--- config.mk ---
export PLATFORM = sky130hd
export DESIGN_NAME = async_fifo_rd_ctrl_flat
export DESIGN_NICKNAME = d
export VERILOG_FILES = /design/src/rtl/async_fifo_rd_ctrl_if.sv /design/src/rtl/async_fifo_rd_ctrl.sv /design/src/flat_wrapper.sv
export SDC_FILE = /design/constraint.sdc
export NUM_CORES = 1
export LEC_CHECK = 0
export ABC_AREA = 1
export CAP_MARGIN = 5
export CORE_ASPECT_RATIO = 0.7
export CORE_MARGIN = 4
export CORE_UTILIZATION = 47
export CTS_BUF_LIST = sky130_fd_sc_hd__clkbuf_8
export DETAILED_ROUTE_END_ITERATION = 10
export PLACE_DENSITY = 0.93
export SYNTH_ARGS = -nofsm -noshare
export SYNTH_HDL_FRONTEND = slang
export SYNTH_SLANG_ARGS = --single-unit
--- constraint.sdc ---
create_clock -name rd_clk -period 1.5 [get_ports rd_clk]
set_input_delay 0.3 -clock rd_clk [delete_from_list [all_inputs] [get_ports rd_clk]]
set_output_delay 0.3 -clock rd_clk [all_outputs]
set_load 0.01 [all_outputs]
--- src/rtl/async_fifo_rd_ctrl_if.sv ---
// Output word stream of the async FIFO read controller: data with valid/ready handshake.
interface async_fifo_rd_ctrl_if #(
  parameter int WIDTH = 8
);
  logic [WIDTH-1:0] m_data;
  logic             m_valid;
  logic             m_ready;

  modport master (output m_data, output m_valid, input m_ready);
  modport slave  (input m_data, input m_valid, output m_ready);
endinterface

--- src/rtl/async_fifo_rd_ctrl.sv ---
// Read-side controller of the async FIFO, entirely in the rd_clk domain.
// Define RD_LEVEL_EN to build the registered rd_level fill counter; otherwise rd_level is 0.
module async_fifo_rd_ctrl #(
  parameter int WIDTH       = 8,
  parameter int PTR_LEN     = 4,
  parameter int SYNC_STAGES = 2
) (
  input  logic                 rd_clk,
  input  logic                 rst,
  input  logic [PTR_LEN:0]     wr_ptr_gray_i,
  output logic [PTR_LEN:0]     rd_ptr_gray_o,
  output logic [PTR_LEN:0]     rd_ptr_o,
  output logic                 rd_en_o,
  input  logic [WIDTH-1:0]     mem_data_i,
  async_fifo_rd_ctrl_if.master strm,
  output logic                 empty,
  output logic [PTR_LEN:0]     rd_level
);

  localparam logic [PTR_LEN:0] PTR_ONE = {{PTR_LEN{1'b0}}, 1'b1};

  function automatic logic [PTR_LEN:0] bin2gray(input logic [PTR_LEN:0] b);
    return b ^ (b >> 1);
  endfunction

  logic [PTR_LEN:0] sync_r [SYNC_STAGES];
  logic [PTR_LEN:0] wr_gray_s;
  logic [PTR_LEN:0] rd_ptr_r;
  logic [PTR_LEN:0] rd_gray_r;
  logic [PTR_LEN:0] rd_ptr_inc_s;
  logic [WIDTH-1:0] m_data_r;
  logic             m_valid_r;
  logic             empty_s;
  logic             load_s;

  // Write-pointer synchronizer chain into rd_clk
  always_ff @(posedge rd_clk or posedge rst) begin
    if (rst) begin
      for (int i = 0; i < SYNC_STAGES; i++) sync_r[i] <= '0;
    end else begin
      sync_r[0] <= wr_ptr_gray_i;
      for (int i = 1; i < SYNC_STAGES; i++) sync_r[i] <= sync_r[i-1];
    end
  end

  assign wr_gray_s = sync_r[SYNC_STAGES-1];

  // Empty compares Gray pointers directly, so no decoder is needed for it
  always_comb begin
    empty_s      = (rd_gray_r == wr_gray_s);
    load_s       = ~empty_s && (~m_valid_r || strm.m_ready);
    rd_ptr_inc_s = rd_ptr_r + PTR_ONE;
  end

  // Pointer advance and output word register; a stalled word holds the pointer
  always_ff @(posedge rd_clk or posedge rst) begin
    if (rst) begin
      rd_ptr_r  <= '0;
      rd_gray_r <= '0;
      m_data_r  <= '0;
      m_valid_r <= 1'b0;
    end else if (load_s) begin
      m_data_r  <= mem_data_i;
      m_valid_r <= 1'b1;
      rd_ptr_r  <= rd_ptr_inc_s;
      rd_gray_r <= bin2gray(rd_ptr_inc_s);
    end else if (m_valid_r && strm.m_ready) begin
      m_valid_r <= 1'b0;
    end
  end

  assign rd_ptr_o      = rd_ptr_r;
  assign rd_ptr_gray_o = rd_gray_r;
  assign rd_en_o       = ~empty_s;
  assign empty         = empty_s;
  assign strm.m_data   = m_data_r;
  assign strm.m_valid  = m_valid_r;

`ifdef RD_LEVEL_EN
  function automatic logic [PTR_LEN:0] gray2bin(input logic [PTR_LEN:0] g);
    logic [PTR_LEN:0] b;
    b[PTR_LEN] = g[PTR_LEN];
    for (int i = PTR_LEN - 1; i >= 0; i--) b[i] = b[i+1] ^ g[i];
    return b;
  endfunction

  logic [PTR_LEN:0] wr_bin_s;
  logic [PTR_LEN:0] rd_ptr_next_s;
  logic [PTR_LEN:0] level_r;

  // Level excludes the word already parked in m_data
  always_comb begin
    wr_bin_s = gray2bin(wr_gray_s);
    if (load_s) begin
      rd_ptr_next_s = rd_ptr_inc_s;
    end else begin
      rd_ptr_next_s = rd_ptr_r;
    end
  end

  // Fill-level register, modulo 2**(PTR_LEN+1)
  always_ff @(posedge rd_clk or posedge rst) begin
    if (rst) begin
      level_r <= '0;
    end else begin
      level_r <= wr_bin_s - rd_ptr_next_s;
    end
  end

  assign rd_level = level_r;
`else
  assign rd_level = '0;
`endif

endmodule

--- src/flat_wrapper.sv ---
// flat-port wrapper written by rule: the top's interface ports become plain ports
module async_fifo_rd_ctrl_flat 
#(
  parameter int WIDTH       = 8,
  parameter int PTR_LEN     = 4,
  parameter int SYNC_STAGES = 2
)
  (rd_clk, rst, wr_ptr_gray_i, rd_ptr_gray_o, rd_ptr_o, rd_en_o, mem_data_i, empty, rd_level, strm_m_data, strm_m_valid, strm_m_ready);
  async_fifo_rd_ctrl_if #(.WIDTH(WIDTH)) strm_i ();
  input  logic rd_clk;
  input  logic rst;
  input  logic [PTR_LEN:0] wr_ptr_gray_i;
  output logic [PTR_LEN:0] rd_ptr_gray_o;
  output logic [PTR_LEN:0] rd_ptr_o;
  output logic rd_en_o;
  input  logic [WIDTH-1:0] mem_data_i;
  output logic empty;
  output logic [PTR_LEN:0] rd_level;
  output wire logic [$bits(strm_i.m_data)-1:0] strm_m_data;
  output wire logic [$bits(strm_i.m_valid)-1:0] strm_m_valid;
  input wire logic [$bits(strm_i.m_ready)-1:0] strm_m_ready;
  assign strm_m_data = strm_i.m_data;
  assign strm_m_valid = strm_i.m_valid;
  assign strm_i.m_ready = strm_m_ready;
  async_fifo_rd_ctrl #(.WIDTH(WIDTH), .PTR_LEN(PTR_LEN), .SYNC_STAGES(SYNC_STAGES)) u_core (.rd_clk(rd_clk), .rst(rst), .wr_ptr_gray_i(wr_ptr_gray_i), .rd_ptr_gray_o(rd_ptr_gray_o), .rd_ptr_o(rd_ptr_o), .rd_en_o(rd_en_o), .mem_data_i(mem_data_i), .strm(strm_i), .empty(empty), .rd_level(rd_level));
endmodule
# == Yosys cells after proc, flatten, opt, wreduce, memory -nomap -nowiden ==
# Index checks and enable logic that the tools add are counted.
# totals
reg_bits,29
latchBits,0
ram_bits,0
mem_bits_ro,0
input_bits,16
out_inout_bits,26
elab_cells,17
n_memories,0
# op_classes
n_addsub,1
multipliers,0
div,0
magnitude_cmp,0
n_eq_ne,1
shift,0
muxes,2
bitwise,3
reduce_logical,4
# op_table
op,count
5-bit by 1-bit adder with 5-bit output (second input constant),1
5-bit == test,1
5-bit by 4-bit XOR with 5-bit output,1
1-bit logical AND,2
1-bit 2-to-1 mux,2
1-bit inverter,2
2-bit nonzero test,1
1-bit logical OR,1

# == Longest topological paths before layout ==
# depth
depth_word,4
depth_mapped,9
depth_no_buf,9

# == Worst setup path after synthesis ==
# OpenSTA, ideal clock, no wires.
# synth_path
kind,reg2out
start,"register u_core.rd_gray_r[4], in the netlist u_core.rd_ptr_gray_o[4]"
end,output port rd_en_o
arrival_time_ns,1.054
t_required_ns,1.200
setup_slack_ns,0.146
stages_incl_launch_ff,8
path_buffers,2
cell_sequence,dfrtp_1 inv_2 nand2_1 nand2_1 nor2_1 nand3_2 buf_6 buf_8
# synth_via
elab_chain_cells,2
# synth_rtl
item,line,rtl
"start, declared",async_fifo_rd_ctrl.sv:29,logic [PTR_LEN:0] rd_gray_r;
"start signal, assigned",async_fifo_rd_ctrl.sv:66,rd_gray_r <= bin2gray(rd_ptr_inc_s);
5-bit == test,async_fifo_rd_ctrl.sv:50,empty_s = (rd_gray_r == wr_gray_s);
1-bit inverter,async_fifo_rd_ctrl.sv:74,assign rd_en_o = ~empty_s;
"end, declared",flat_wrapper.sv:15,output logic rd_en_o;
# No other way between the ends.

# == Worst setup path in the final report ==
# layout_path
start,"register u_core.rd_gray_r[1], in the netlist u_core.rd_ptr_gray_o[1]"
end,output port empty
# layout_via
elab_chain_cells,1
# layout_rtl
item,line,rtl
5-bit == test,async_fifo_rd_ctrl.sv:50,
"end, declared",flat_wrapper.sv:17,output logic empty;
# No other way between the ends.

==> key figures <==
Synthesis
  – Count leader, synth: nand2_1
  – Main synth FF type: dfrtp_1
  – Sequential cell area fraction in the yosys report: 55.0%
  – Fraction of registers with async set/reset: 100%
  – Main area contributors after synthesis: dfrtp_1 55%, nand2_1 17%, nand3_1 7.1%
  – Ys Warns: 0
  – Synth cell count leaders: 59 x nand2_1, 28 x dfrtp_1, 18 x nand3_1
  – EDFF count, synth: 0
  – Cell count after synthesis: 148
  – Synthesized area per cell: 8.61 µm²
  – Dominant cell type by area after synthesis: dfrtp_1
  – Yosys cell types: 17
  – Top-area cell type share of the netlist area: 55.0%
  – Seq cells post-synth: 28
  – Post-Syn Area: 0.00127 mm²

STA
  – Count of pins over their slew limit: 0
  – Final period utilization: 109%
  – Tmin final: 1.64 ns
  – Final hold viol count: 0
  – RSZ-0062 raised after global routing: yes
  – Final setup viols: 19
  – Hold Slack: 0.361 ns
  – Fmax: 609 MHz
  – Final worst slack: -0.141 ns
  – Clock Skews: 0.00442 ns

Worst setup path
  – Worst R2R Start: u_core.rd_ptr_gray_o[1]
  – Crit end category: primary output
  – CP peak stage delay: 0.40 ns
  – Arrival @ worst endpoint: 1.34 ns
  – Critical path origin: u_core.rd_ptr_gray_o[1]
  – CP Max Fanout: 3
  – WP buf/inv: 2
  – CP max-delay cell: dfrtp_1
  – CP Data Required Time: 1.20 ns
  – CP cell instances: xnor2_1 -> nand3_2 -> inv_2 -> buf_6
  – Critical path launch point type: flip-flop
  – Cell family with most CP delay: flip-flops
  – Critical path class: flip-flop to primary output

Floorplan
  – Die Height: 51.6 µm
  – DIE WIDTH: 70.2 µm
  – I/O pins: 42
  – Rows: 15
  – Core box area: 0.00251 mm²
  – Initial Utilization: 50.6%
  – Die ar.: 0.00362 mm²

Routing
  – First-pass iteration count of the detailed router: 4
  – Iter 0 DRT Violations: 65
  – Via count: 1157
  – Residual DRC: 0
  – Via/cell ratio: 4.88
  – Mean routed wirelength per cell: 13.8 µm
  – Drt total wl: 3.26 mm
  – DRT antenna net count: 0

Final layout
  – Share of layout cells above drive strength 1: 20.2%
  – Final net count: 222
  – N_diodes: 0
  – Sequential Area: 702 µm²
  – Multi-input gate area: 503 µm²
  – Post-route non-filler standard cell count: 237
  – Area Overhead vs Synth: 47.9%
  – Layout filler cell count: 172

GRT
  – Met3 Resource Use GR: 6.95%
  – Gr busiest metal: met2
  – Global route overflow: 0
  – First-pass GRT wire length: 4.84 mm
  – Vias in the first global route: 1137
  – Met1 Use GR: 19.4%
  – M2 GR Usage: 29.7%
  – Initial antenna violation count: 0
  – Largest net degree at the start of global routing: 29
  – GRT Total Usage: 17.3%

CTS
  – H-Tree Depth: 1
  – Clk_lat worst skew: 0.27 ns
  – Hold buffers post-CTS: 0
  – Cts bufs inserted: 3
  – CTS sink cnt: 28
  – Deepest clock path buffer count: 2
  – Root Buffer: clkbuf_8
  – Clk slew on worst S/H paths: 0.08 ns
  – CTS tree: built

Flow run
  – Max_cap viols: 0

Power
  – Pwr Total: 3.02 mW
  – Pwr/cell area: 1600 mW/mm²
  – Max IR drop VDD: 1.25 mV
  – Leak: 1.08 nW

Placement
  – RD Place Congestion: 0.754
  – Setup WS pre-CTS: -0.221 ns
  – DP Wirelength: 2.03 mm
  – Placed Cells: 223
  – IO Port Bufs: 36

Run status
  – Failing checks: setup timing
  – Outcome: complete, but fails checks

Worst hold path
  – Worst Hold Launch: u_core.sync_r[9]
  – HP Class: flip-flop to flip-flop
==> cell families (layout without fill, tap and decap cells) <==
family                   count (synthesis)  after routing  share of synthesized area (%)
other                                    1              5                          0.294
flip-flops                              28             28                           55.0
buffers and inverters                   26             75                           11.7
XOR/XNOR                                 3              3                           2.06
adder cells (fa/ha/maj)                  1              1                          0.982
AND/OR/NAND/NOR                         89             91                           30.0
==> worst register-to-register path: cells and delay by family, from the launching register on <==
| family | cells | cell delay, ns |
|---|---|---|
| buffers and inverters | 3 | 0.45 |
| and+or+nand+nor | 4 | 0.42 |
| DFF | 1 | 0.40 |
| xor gates and xnor gates | 1 | 0.29 |
==> registers in the layout (all words and copies together), names as in the netlist <==
register,cells
u_core.strm.m_data,8
u_core.rd_ptr_gray_o,5
u_core.sync_r,5
u_core.wr_gray_s,5
u_core.rd_ptr_o,4
u_core.strm.m_valid,1
==> report_power, final <==
part / total, mW / internal, mW / switching, mW / leakage, nW
clock: 0.397 / 0.180 / 0.217 / 0.0216
combinational: 1.59 / 0.770 / 0.820 / 0.721
sequential: 1.04 / 0.928 / 0.108 / 0.335
==> stage by stage <==
step	setup TNS, ns	util [%]	instance area, µm²
2_1_floorplan	0	-	1290
3_3_place_gp	-0.264	67.2	1690
3_5_place_dp	-0.314	67.2	1690
4_1_cts	-0.0987	70.8	1780
5_1_grt	-4.36	74.9	1880
6_report	-1.85	74.9	1880
==> area by class of cell <==
| cell class | count | area share [%] |
|---|---|---|
| repair buffers | 57 | 28.6 |
| inverters | 15 | 2.99 |
| clock buffers | 3 | 2.19 |
| well taps | 34 | 2.26 |
| multi-input cells | 100 | 26.7 |
| flip-flops and latches | 28 | 37.3 |
==> per-layer routing <==
metal  wire length [µm]  part of all wire (%)
met5                  0                     0
met4                153                   4.7
met3                251                   7.7
met2               1490                    46
met1               1360                    42
==> final timing paths <==
| path | slack, ns | end | cells after the start |
|---|---|---|---|
| worst max-delay path | -0.14 | empty | 4 |
| worst min-delay path | 0.36 | u_core.wr_gray_s[4] | 0 |
| worst max register to register | -0.12 | u_core.rd_ptr_gray_o[1] | 8 |
| worst min register to register | 0.36 | u_core.wr_gray_s[4] | 0 |
| max in group asynchronous | 0.84 | u_core.rd_ptr_o[0] | 3 |
| min in group asynchronous | 0.37 | u_core.strm.m_data[3] | 3 |
==> repair_timing <==
item / 4_1_cts / 5_1_grt
resized for setup: 20 / 24
pin swaps: 3 / 5
cloned: 0 / 2
endpoints found under the setup margin: 12 / 30
setup buffers: 6 / 3
==> cells in the final DEF (no fill, tap or decap) <==
master           instances
dfrtp_2                  1
dfrtp_1                 27
dlygate4sd2_1            3
clkdlybuf4s15_1          1
nand2_1                 57
nand3b_1                 1
nand4_1                  3
clkbuf_8                 3
inv_1                   13
buf_4                   19
clkbuf_2                 2
buf_8                    1
nand2_8                  3
xnor2_1                  3
buf_2                    1
conb_1                   5
clkdlybuf4s50_1         17
nor2_2                   1
nor2_1                   3
dlymetal6s2s_1          11
nand3_2                  1
ha_2                     1
buf_6                    2
nand3_1                 18
nand2_2                  4
inv_2                    2
Power figures use the tool's default switching activity.
